**config.mk**
```make
export PLATFORM = sky130hd
export DESIGN_NAME = turn_scan_ctrl
export DESIGN_NICKNAME = d
export VERILOG_FILES = /design/src/rtl/turn_scan_ctrl_pkg.sv /design/src/rtl/turn_eval.sv /design/src/rtl/turn_scan_ctrl.sv
export SDC_FILE = /design/constraint.sdc
export NUM_CORES = 1
export LEC_CHECK = 0
export ABC_AREA = 1
export BUFFER_PORTS_ARGS = -buffer_cell sky130_fd_sc_hd__buf_2
export CAP_MARGIN = 25
export CORE_UTILIZATION = 34
export DETAILED_ROUTE_END_ITERATION = 6
export SETUP_SLACK_MARGIN = 0.2
export SYNTH_ARGS = -nofsm -noshare
export SYNTH_HDL_FRONTEND = slang
export SYNTH_SLANG_ARGS = --single-unit
```
**constraint.sdc**
```tcl
create_clock -name clk -period 2.8 [get_ports clk]
set_clock_uncertainty 0.05 [all_clocks]
set_input_delay 0.56 -clock clk [delete_from_list [all_inputs] [get_ports clk]]
set_output_delay 0.56 -clock clk [all_outputs]
set_load 0.01 [all_outputs]
```
**src/rtl/turn_scan_ctrl_pkg.sv**
```systemverilog
// Shared constants and FSM state type for the turn-direction scan controller.
package turn_scan_ctrl_pkg;

  localparam logic [1:0] DIR_STRAIGHT = 2'b00;
  localparam logic [1:0] DIR_LEFT     = 2'b01;
  localparam logic [1:0] DIR_RIGHT    = 2'b10;

  localparam logic [1:0] CH_FL = 2'd0;
  localparam logic [1:0] CH_FR = 2'd1;
  localparam logic [1:0] CH_RL = 2'd2;
  localparam logic [1:0] CH_RR = 2'd3;

  typedef enum logic [2:0] {
    StIdle = 3'd0,
    StWait = 3'd1,
    StReq  = 3'd2,
    StGap  = 3'd3,
    StEval = 3'd4
  } state_e;

endpackage

```
**src/rtl/turn_eval.sv**
```systemverilog
// Combinational left/right wheel-speed averaging and compare, producing the raw direction code.
// Define TURN_HYST_EN to require the averages to differ by more than HYST.
module turn_eval
  import turn_scan_ctrl_pkg::*;
#(
  parameter int unsigned SPEED_W = 16,
  parameter int unsigned HYST    = 8
) (
  input  logic [SPEED_W-1:0] speed_fl,
  input  logic [SPEED_W-1:0] speed_fr,
  input  logic [SPEED_W-1:0] speed_rl,
  input  logic [SPEED_W-1:0] speed_rr,
  output logic [1:0]         raw
);

`ifdef TURN_HYST_EN
  localparam bit HystOn = 1'b1;
`else
  localparam bit HystOn = 1'b0;
`endif
  localparam logic [SPEED_W:0] Band = HystOn ? (SPEED_W + 1)'(HYST) : '0;

  logic [SPEED_W:0]   sum_l, sum_r;
  logic [SPEED_W-1:0] avg_l, avg_r;
  logic [SPEED_W:0]   ext_l, ext_r;

  assign sum_l = {1'b0, speed_fl} + {1'b0, speed_rl};
  assign sum_r = {1'b0, speed_fr} + {1'b0, speed_rr};
  assign avg_l = SPEED_W'(sum_l >> 1);
  assign avg_r = SPEED_W'(sum_r >> 1);

  // One spare bit so adding the dead-band cannot wrap near full scale.
  assign ext_l = {1'b0, avg_l};
  assign ext_r = {1'b0, avg_r};

  // Faster left wheels mean the vehicle is turning right.
  always_comb begin
    raw = DIR_STRAIGHT;
    if (ext_l > ext_r + Band) begin
      raw = DIR_RIGHT;
    end else if (ext_r > ext_l + Band) begin
      raw = DIR_LEFT;
    end
  end

endmodule

```
**src/rtl/turn_scan_ctrl.sv**
```systemverilog
// Polls four wheel-speed channels over a req/ack sensor port, latches a coherent set and
// publishes a debounced turn direction. Define TURN_HYST_EN to enable the compare dead-band.
module turn_scan_ctrl
  import turn_scan_ctrl_pkg::*;
#(
  parameter int unsigned SPEED_W  = 16,
  parameter int unsigned SCAN_DIV = 1000,
  parameter int unsigned PERSIST  = 4,
  parameter int unsigned TIMEOUT  = 64,
  parameter int unsigned HYST     = 8
) (
  input  logic               clk,
  input  logic               rst,
  input  logic               scan_en,
  output logic               sens_req,
  output logic [1:0]         sens_sel,
  input  logic               sens_ack,
  input  logic [SPEED_W-1:0] sens_data,
  output logic [SPEED_W-1:0] speed_fl,
  output logic [SPEED_W-1:0] speed_fr,
  output logic [SPEED_W-1:0] speed_rl,
  output logic [SPEED_W-1:0] speed_rr,
  output logic [1:0]         direction,
  output logic               dir_valid,
  output logic               sens_fault
);

  localparam int unsigned DivW  = $clog2(SCAN_DIV + 1);
  localparam int unsigned TmoW  = $clog2(TIMEOUT + 1);
  localparam int unsigned PcntW = $clog2(PERSIST + 1);

  localparam logic [DivW-1:0]  DivLast = DivW'(SCAN_DIV - 1);
  localparam logic [TmoW-1:0]  TmoLast = TmoW'(TIMEOUT - 1);
  localparam logic [PcntW-1:0] PcntMax = PcntW'(PERSIST);

  state_e             state_q, state_d;
  logic [1:0]         sel_q;
  logic [DivW-1:0]    div_q;
  logic [TmoW-1:0]    tmo_q;
  logic [SPEED_W-1:0] sh_fl_q, sh_fr_q, sh_rl_q, sh_rr_q;
  logic [SPEED_W-1:0] spd_fl_q, spd_fr_q, spd_rl_q, spd_rr_q;
  logic [1:0]         raw, prev_raw_q, dir_q;
  logic [PcntW-1:0]   pcnt_q, pcnt_d;
  logic               valid_q, fault_q;
  logic               got_ack, tmo_hit;

  // Success wins over a timeout landing on the same cycle.
  assign got_ack = (state_q == StReq) && sens_ack;
  assign tmo_hit = (state_q == StReq) && !sens_ack && (tmo_q == TmoLast);

  always_comb begin
    state_d = state_q;
    unique case (state_q)
      StIdle: if (scan_en) state_d = StReq;
      StWait: if (div_q == DivLast) state_d = scan_en ? StReq : StIdle;
      StReq: begin
        if (got_ack) begin
          state_d = (sel_q == CH_RR) ? StEval : StGap;
        end else if (tmo_hit) begin
          state_d = StWait;
        end
      end
      StGap:   state_d = StReq;
      StEval:  state_d = StWait;
      default: state_d = StIdle;
    endcase
  end

  always_comb begin
    pcnt_d = PcntW'(1);
    if (raw == prev_raw_q) begin
      pcnt_d = (pcnt_q >= PcntMax) ? PcntMax : pcnt_q + 1'b1;
    end
  end

  always_ff @(posedge clk) begin
    if (rst) begin
      state_q <= StIdle;
      sel_q   <= CH_FL;
      div_q   <= '0;
      tmo_q   <= '0;
    end else begin
      state_q <= state_d;
      div_q   <= (state_q == StWait) ? div_q + 1'b1 : '0;
      tmo_q   <= (state_q == StReq) ? tmo_q + 1'b1 : '0;
      if (state_q == StGap) begin
        sel_q <= sel_q + 2'd1;
      end else if (state_q != StReq) begin
        sel_q <= CH_FL;
      end
    end
  end

  always_ff @(posedge clk) begin
    if (rst) begin
      sh_fl_q    <= '0;
      sh_fr_q    <= '0;
      sh_rl_q    <= '0;
      sh_rr_q    <= '0;
      spd_fl_q   <= '0;
      spd_fr_q   <= '0;
      spd_rl_q   <= '0;
      spd_rr_q   <= '0;
      dir_q      <= DIR_STRAIGHT;
      prev_raw_q <= DIR_STRAIGHT;
      pcnt_q     <= '0;
      valid_q    <= 1'b0;
      fault_q    <= 1'b0;
    end else begin
      valid_q <= (state_q == StEval);
      if (got_ack) begin
        unique case (sel_q)
          CH_FL: sh_fl_q <= sens_data;
          CH_FR: sh_fr_q <= sens_data;
          CH_RL: sh_rl_q <= sens_data;
          CH_RR: sh_rr_q <= sens_data;
          default: ;
        endcase
      end
      // A timed-out scan leaves outputs and persistence untouched; the shadow set is
      // fully overwritten by the next scan before it is ever used.
      if (tmo_hit) begin
        fault_q <= 1'b1;
      end
      if (state_q == StEval) begin
        spd_fl_q   <= sh_fl_q;
        spd_fr_q   <= sh_fr_q;
        spd_rl_q   <= sh_rl_q;
        spd_rr_q   <= sh_rr_q;
        pcnt_q     <= pcnt_d;
        prev_raw_q <= raw;
        fault_q    <= 1'b0;
        if (pcnt_d == PcntMax) begin
          dir_q <= raw;
        end
      end
    end
  end

  turn_eval #(
    .SPEED_W (SPEED_W),
    .HYST    (HYST)
  ) u_eval (
    .speed_fl (sh_fl_q),
    .speed_fr (sh_fr_q),
    .speed_rl (sh_rl_q),
    .speed_rr (sh_rr_q),
    .raw      (raw)
  );

  assign sens_req   = (state_q == StReq);
  assign sens_sel   = sel_q;
  assign speed_fl   = spd_fl_q;
  assign speed_fr   = spd_fr_q;
  assign speed_rl   = spd_rl_q;
  assign speed_rr   = spd_rr_q;
  assign direction  = dir_q;
  assign dir_valid  = valid_q;
  assign sens_fault = fault_q;

endmodule

```
---- Word level (Yosys, flattened, before mapping) ----
Cells that the tools add are included.
word-level totals
  register bits after elaboration ......... 159
  input bits .............................. 20
  word-level logic and storage cells ...... 72
cells by class
  order comparisons ....................... 3
  multiplexer cells ....................... 13
  add/sub/neg operators ................... 6
  reduce and logical (&&, ||, !) cells .... 16
  equal/unequal tests ..................... 15
  bitwise operators ....................... 2
operators by type and width
  cell                   number
  $add 16x16->17         2
  $gt 16x16->1           2
  $mux 3                 7
  $pmux 3 s5             1
  $add 10x1->10 const B  1
  $eq 10x10->1 const B   1
  $reduce_and 2->1       5
  $mux 2                 4
  $add 7x1->7 const B    1
  $eq 7x6->1 const B     1
  $eq 3x2->1 const B     2
  $eq 3x3->1 const B     2
  $reduce_or 2->1        3
  $eq 2x2->1 const B     2
  $ne 2x2->1 const B     2
  $add 3x1->3 const B    1
  $eq 3x1->1 const B     1
  $ge 3x3->1 const B     1
  $logic_and 1x1->1      3
  $logic_not 3->1        1
  $ne 3x1->1 const B     1
  $ne 3x2->1 const B     1
  $reduce_and 3->1       1
  $add 2x1->2 const B    1
  other kinds (7)        8

---- Logic depth before layout (Yosys ltp) ----
  depth in word-level cells ............... 8
  gate-level depth with buffers ........... 28
  mapped depth without buffers ............ 28

---- By module ----
From an unflattened synthesis, not the netlist that was laid out.
unflattened totals
  cells, all modules ...................... 1092
  area, all modules ....................... 8127.8 um^2
modules (own cells, without submodules)
  module          cells an instance  area each (um^2)  instances  sequential area each (um^2)
  turn_scan_ctrl  683                5901.9            1          3183.1
  turn_eval       409                2225.9            1          0.0

---- Least setup slack after synthesis ----
OpenSTA, ideal clock, no wires.
  path type ............................... register to register
  start point ............................. register sh_rr_q[0]
  end point ............................... register dir_q[0] (netlist: direction[0])
  slack ................................... -224 ps
  arrival ................................. 2860 ps
  buffers on the path ..................... 0
  stages on the path, launching flop included .. 22
  clock period less this slack ............ 3024 ps
  library setup time ...................... 113 ps
  path through ............................ dfxtp_1 -> nand2_1 -> inv_1 -> fa_1 -> nand3_1 -> nand2_1 -> a21oi_1 -> o21ai_2 -> a21boi_2 -> o21ai_0 -> xnor2_1 -> ha_1 -> a21oi_1 -> nand2_1 -> a21oi_1 -> nand2_1 -> nand2_1 -> nand2_1 -> inv_1 -> nand4_1 -> nor2_1 -> nor2_1
on the way
  word-level cells in the longest chain between the ends .. 8
  elaborated cells on any way between the ends .. 9
  classes of those cells .................. add/sub (1); order compare (2); eq/ne (2); mux (3); reduce/logical (1)
RTL lines
  element                     RTL line               text
  start, declared             turn_scan_ctrl.sv:40   logic [SPEED_W-1:0] sh_fl_q, sh_fr_q, sh_rl_q, sh_rr_q;
  start signal, assigned      turn_scan_ctrl.sv:116  CH_RR: sh_rr_q <= sens_data;
  $add 16x16->17 (*)          turn_eval.sv:28        assign sum_r = {1'b0, speed_fr} + {1'b0, speed_rr};
  $gt 16x16->1                turn_eval.sv:41        end else if (ext_r > ext_l + Band) begin
  $mux 1                      turn_eval.sv:41
  $mux 2 (*)                  turn_eval.sv:39        if (ext_l > ext_r + Band) begin
  $eq 2x2->1                  turn_scan_ctrl.sv:71   if (raw == prev_raw_q) begin
  $mux 3                      turn_scan_ctrl.sv:71
  $eq 3x3->1                  turn_scan_ctrl.sv:133  if (pcnt_d == PcntMax) begin
  $reduce_and 2->1 (no line)  --
  end signal, assigned        turn_scan_ctrl.sv:134  dir_q <= raw;
  end, declared               turn_scan_ctrl.sv:42   logic [1:0] raw, prev_raw_q, dir_q;
Mark *: on every way between the ends. The rest lies on a longest branch, timed or not.
A chain may end at the register's enable or synchronous reset.

---- Worst setup path after layout ----
  start point ............................. register sh_fr_q[1]
  end point ............................... register dir_q[0] (netlist: direction[0])
on the way
  word-level cells in the longest chain between the ends .. 8
  elaborated cells on any way between the ends .. 9
  classes of those cells .................. add/sub (1); order compare (2); eq/ne (2); mux (3); reduce/logical (1)
RTL lines
  element                     RTL line               text
  start, declared             turn_scan_ctrl.sv:40
  start signal, assigned      turn_scan_ctrl.sv:114  CH_FR: sh_fr_q <= sens_data;
  $add 16x16->17 (*)          turn_eval.sv:28
  $gt 16x16->1                turn_eval.sv:41
  $mux 1                      turn_eval.sv:41
  $mux 2 (*)                  turn_eval.sv:39
  $eq 2x2->1                  turn_scan_ctrl.sv:71
  $mux 3                      turn_scan_ctrl.sv:71
  $eq 3x3->1                  turn_scan_ctrl.sv:133
  $reduce_and 2->1 (no line)  --
Marks and branches as above.

==> implementation parameters <==
Parameter                              Value

Outcome
  Outcome ... complete, but fails checks
  Failing checks ... setup timing

Timing
  Slew headroom ... between 70% and 80%
  Final hold slack ... 0.381 ns
  Unrepaired setup endpoints after global routing ... true
  Final worst-path cycle share ... 108%
  Minimum period implied by the final worst setup slack ... 3.02 ns
  Worst Setup Slack, final ... -0.223 ns
  Final number of hold-violating endpoints ... 0
  Maximum frequency from static timing analysis ... roughly 330 MHz
  Final setup violating endpoints ... 7
  Number of pins exceeding their max-slew limit in the final report ... 0
  Transition time at the pin with the least slew margin ... 0.434 ns

Synth
  Synthesized Nets ... 997
  Cell type with the largest total area after synthesis ... dfxtp_1
  Combined area of all synthesized cells ... about 7400 µm²
  Synthesized instance count ... about 920
  Synth area leaders ... dfxtp_1 (43%), ha_1 (9.2%), a21oi_1 (7.6%)
  Share of synthesized area occupied by flip-flops and latches ... 43.3%
  Most numerous cell types in the synthesized netlist ... dfxtp_1 (159), nand2_1 (148), inv_1 (119)
  Count of flip-flops with a built-in enable after synthesis ... 0
  Area share of the largest cell type after synthesis ... between 40% and 50%
  Library cells used by synthesis ... 43
  Total of warnings raised by yosys ... 0
  Predominant post-synthesis flop cell ... dfxtp_1
  Average size of a mapped cell ... between 7 and 8 µm²
  Top-count cell post-synth ... dfxtp_1
  Yosys reg bits ... approximately 160
  Ys async rst share ... 0%

Power
  Share of total power in the clock network ... between 30 and 40%
  Int Power ... about 4200 µW
  Static leakage ... ~0.0041 µW
  Sequential Power Share ... approximately two fifths
  Power after layout ... 6040 µW
  Power share of the combinational group ... a little under a quarter
  Largest vdd supply drop ... between 400 and 500 µV
  Net Switching ... 1850 µW
  Switching share of power ... ~31%
  Power density over cell area ... 650 nW/µm²

Routing
  Routed via count ... between 6000 and 7000
  Via density per instance ... 4.64
  Post-route antenna net violation count ... 0
  Iter 0 DRT Violations ... 266
  Detailed-route DRC error count ... 0
  Post-detailed-route wirelength per cell ... between 10 and 15 µm
  Total length of routed wires ... 18.0 mm
  Detailed Routing Iterations Pass 1 ... 5

Global route
  Total global-route track usage ... 16.9%
  Via count of the first global-routing pass ... approximately 6000
  Antenna violations before repair ... 0
  Pin count of the biggest net entering global routing ... 47
  Total global routing overflow ... 0
  Global-route wire length before repair ... roughly 29 mm

Cells and area
  # fillers ... approximately 2200
  Synth-to-Final Area Change ... 26.2%
  Number of inserted diodes ... 0
  Final cell area excluding filler cells ... slightly above 9000 µm²
  Final layout net count ... ~1100
  Final core utilization ... around 44%
  Fraction of final layout cells with drive strength greater than 1 ... between 20% and 30%
  Cell Count, Final, Fillers Out ... ~1400

Clock network
  Clock-pin transition on the worst setup and hold timing paths ... approximately 0.070 ns
  Clock buffers created by TritonCTS ... 17
  H-Tree Depth ... 4
  CTS hold repair buffers ... 0
  Clock latency of the later-clocked register in the worst-skew pair ... ~0.43 ns
  Clock Tree Root ... clkbuf_16
  Clock tree from TritonCTS ... yes
  Maximum clock path buffer count ... 2
  Number of clock sinks seen by CTS ... about 160

Floorplan
  Total number of placement rows ... between 50 and 60
  Die extent in y ... about 150 µm
  Die width ... about 150 µm
  Area of the core region ... roughly 21000 µm²
  Die Outline Area ... around 22000 µm²
  Io pins ... 91
  Starting utilization of the core area ... between 30% and 40%

Setup path
  Element type at the critical path start ... flip-flop
  Required time worst endpoint ... ~3.1 ns
  Top fanout value on the critical path ... 5
  Critical path capture point type ... flip-flop
  Endpoint arrival time on the critical path ... between 3 and 4 ns
  Path type of the worst setup path ... flip-flop to flip-flop

Placed design
  Final GP Congestion ... ~0.88
  Cell area after placement ... between 8000 and 9000 µm²
  Count of input and output buffers ... 90
  Count of placed standard cells including taps ... roughly 1300
  DP HPWL ... around 13 mm

Job
  Max Cap Viol ... 0

Worst hold path
  Worst min path class ... input pin to flip-flop
[flip-flops by register name (all words and copies together) (netlist names), 16 cells and up]
| signal | count |
|---|---|
| sh_fl_q | 16 |
| sh_fr_q | 16 |
| sh_rl_q | 16 |
| sh_rr_q | 16 |
| speed_fl | 16 |
| speed_fr | 16 |
| speed_rl | 16 |
| speed_rr | 16 |
[power groups by stage]
stage               Sequential, µW  Combinational (µW)  Clock, µW
CTS                           2410                1300       2300
global placement              2450                1200          0
global route                  2410                1560       2420
floorplan                     2440                 817          0
finish                        2410                1380       2260
detailed placement            2450                1210          0
[critical path, cell delays in order (launching register included)]
cell and delay [ns]:
dfxtp_4 0.37, fa_2 0.41, nand3_2 0.08, nand2_2 0.07, a21oi_4 0.16, o21ai_2 0.08, a21boi_2 0.14, o21ai_1 0.09
xnor2_1 0.13, ha_1 0.33, a21oi_1 0.14, nand2_1 0.11, a21oi_4 0.16, nand2_2 0.10, nand2_1 0.08, nand2_2 0.07
inv_2 0.05, nand4_1 0.11, nand2_1 0.09, nand2_1 0.05, nor2_1 0.09
[layout make-up]
class	instances	area (µm²)	share of cell area [%]
clock inverter	14	131	1.42
sequential	159	3190	34.4
clock buffer	18	429	4.62
timing repair buffer	165	1010	10.9
multi-input combinational	609	3720	40.1
inverter	120	450	4.85
tap	275	344	3.71
[placed cells by master (no fill, tap or decap), types with 3 or more instances in the layout]
master / Yosys / final
clkinvlp_4: 0 / 4
dfxtp_1: 159 / 153
buf_2: 5 / 90
inv_1: 119 / 114
nand2_2: 0 / 10
o21ai_0: 97 / 87
nor2_2: 1 / 7
o22ai_1: 3 / 3
dfxtp_2: 0 / 5
a21o_1: 3 / 3
ha_1: 54 / 49
xor2_1: 18 / 16
inv_6: 0 / 7
nor3_1: 7 / 6
inv_2: 1 / 6
nand4_1: 5 / 5
nand2_1: 148 / 138
o21ai_1: 55 / 63
xnor2_1: 12 / 12
nand2_4: 4 / 4
ha_4: 0 / 5
a21oi_1: 111 / 101
a21oi_2: 0 / 8
buf_4: 2 / 75
o21ai_2: 4 / 6
clkbuf_16: 0 / 17
nand3_2: 0 / 3
nor2_1: 44 / 37
nand3_1: 19 / 16
[final timing paths]
path,from,endpoint,slack (ns),cells after the start
setup / recovery,sh_fr_q[1]$_SDFFE_PP0P_,direction[0]$_SDFFE_PP0P_,-0.22,20
hold / removal,rst,state_q[1]$_SDFFE_PP0P_,0.38,2
setup reg to reg,sh_fr_q[1]$_SDFFE_PP0P_,direction[0]$_SDFFE_PP0P_,-0.22,20
hold reg to reg,tmo_q[0]$_SDFF_PP0_,tmo_q[0]$_SDFF_PP0_,0.40,1
[through the flow]
step	setup WS (ns)	setup TNS, ns
after floorplan	-0.0526	-0.121
after global placement	-0.210	-0.795
after detailed placement	-0.275	-1.20
after CTS	-0.212	-0.800
after global routing	-0.493	-2.47
final	-0.223	-0.936
[cells by family (layout without fill, tap and decap cells)]
group / Yosys count / after routing / share of synthesized area [%]
fa+ha+maj: 56 / 56 / 9.73
buf+inv: 153 / 317 / 9.22
compound gates: 287 / 287 / 20.5
simple gates: 236 / 236 / 13.7
flops: 159 / 159 / 43.3
xor+xnor: 30 / 30 / 3.57
[timing repair]
action | CTS | global route
setup endpoints to repair | 7 | 7
gates resized for setup | 21 | 26
setup buffers | 8 | 5
pin swaps | 19 | 15
[routing by layer]
layer / vias to the layer above / part of all wire [%] / track usage (%) / wire length, µm
li1: 3352 / - / - / -
met4: 0 / 1.8 / 6.28 / 323
met5: - / 0 / 0 / 0
met1: 2832 / 46 / 20.7 / 8310
met3: 17 / 5.0 / 4.31 / 898
met2: 106 / 47 / 28.5 / 8510
No activity file was read; power rests on OpenSTA's default activity.
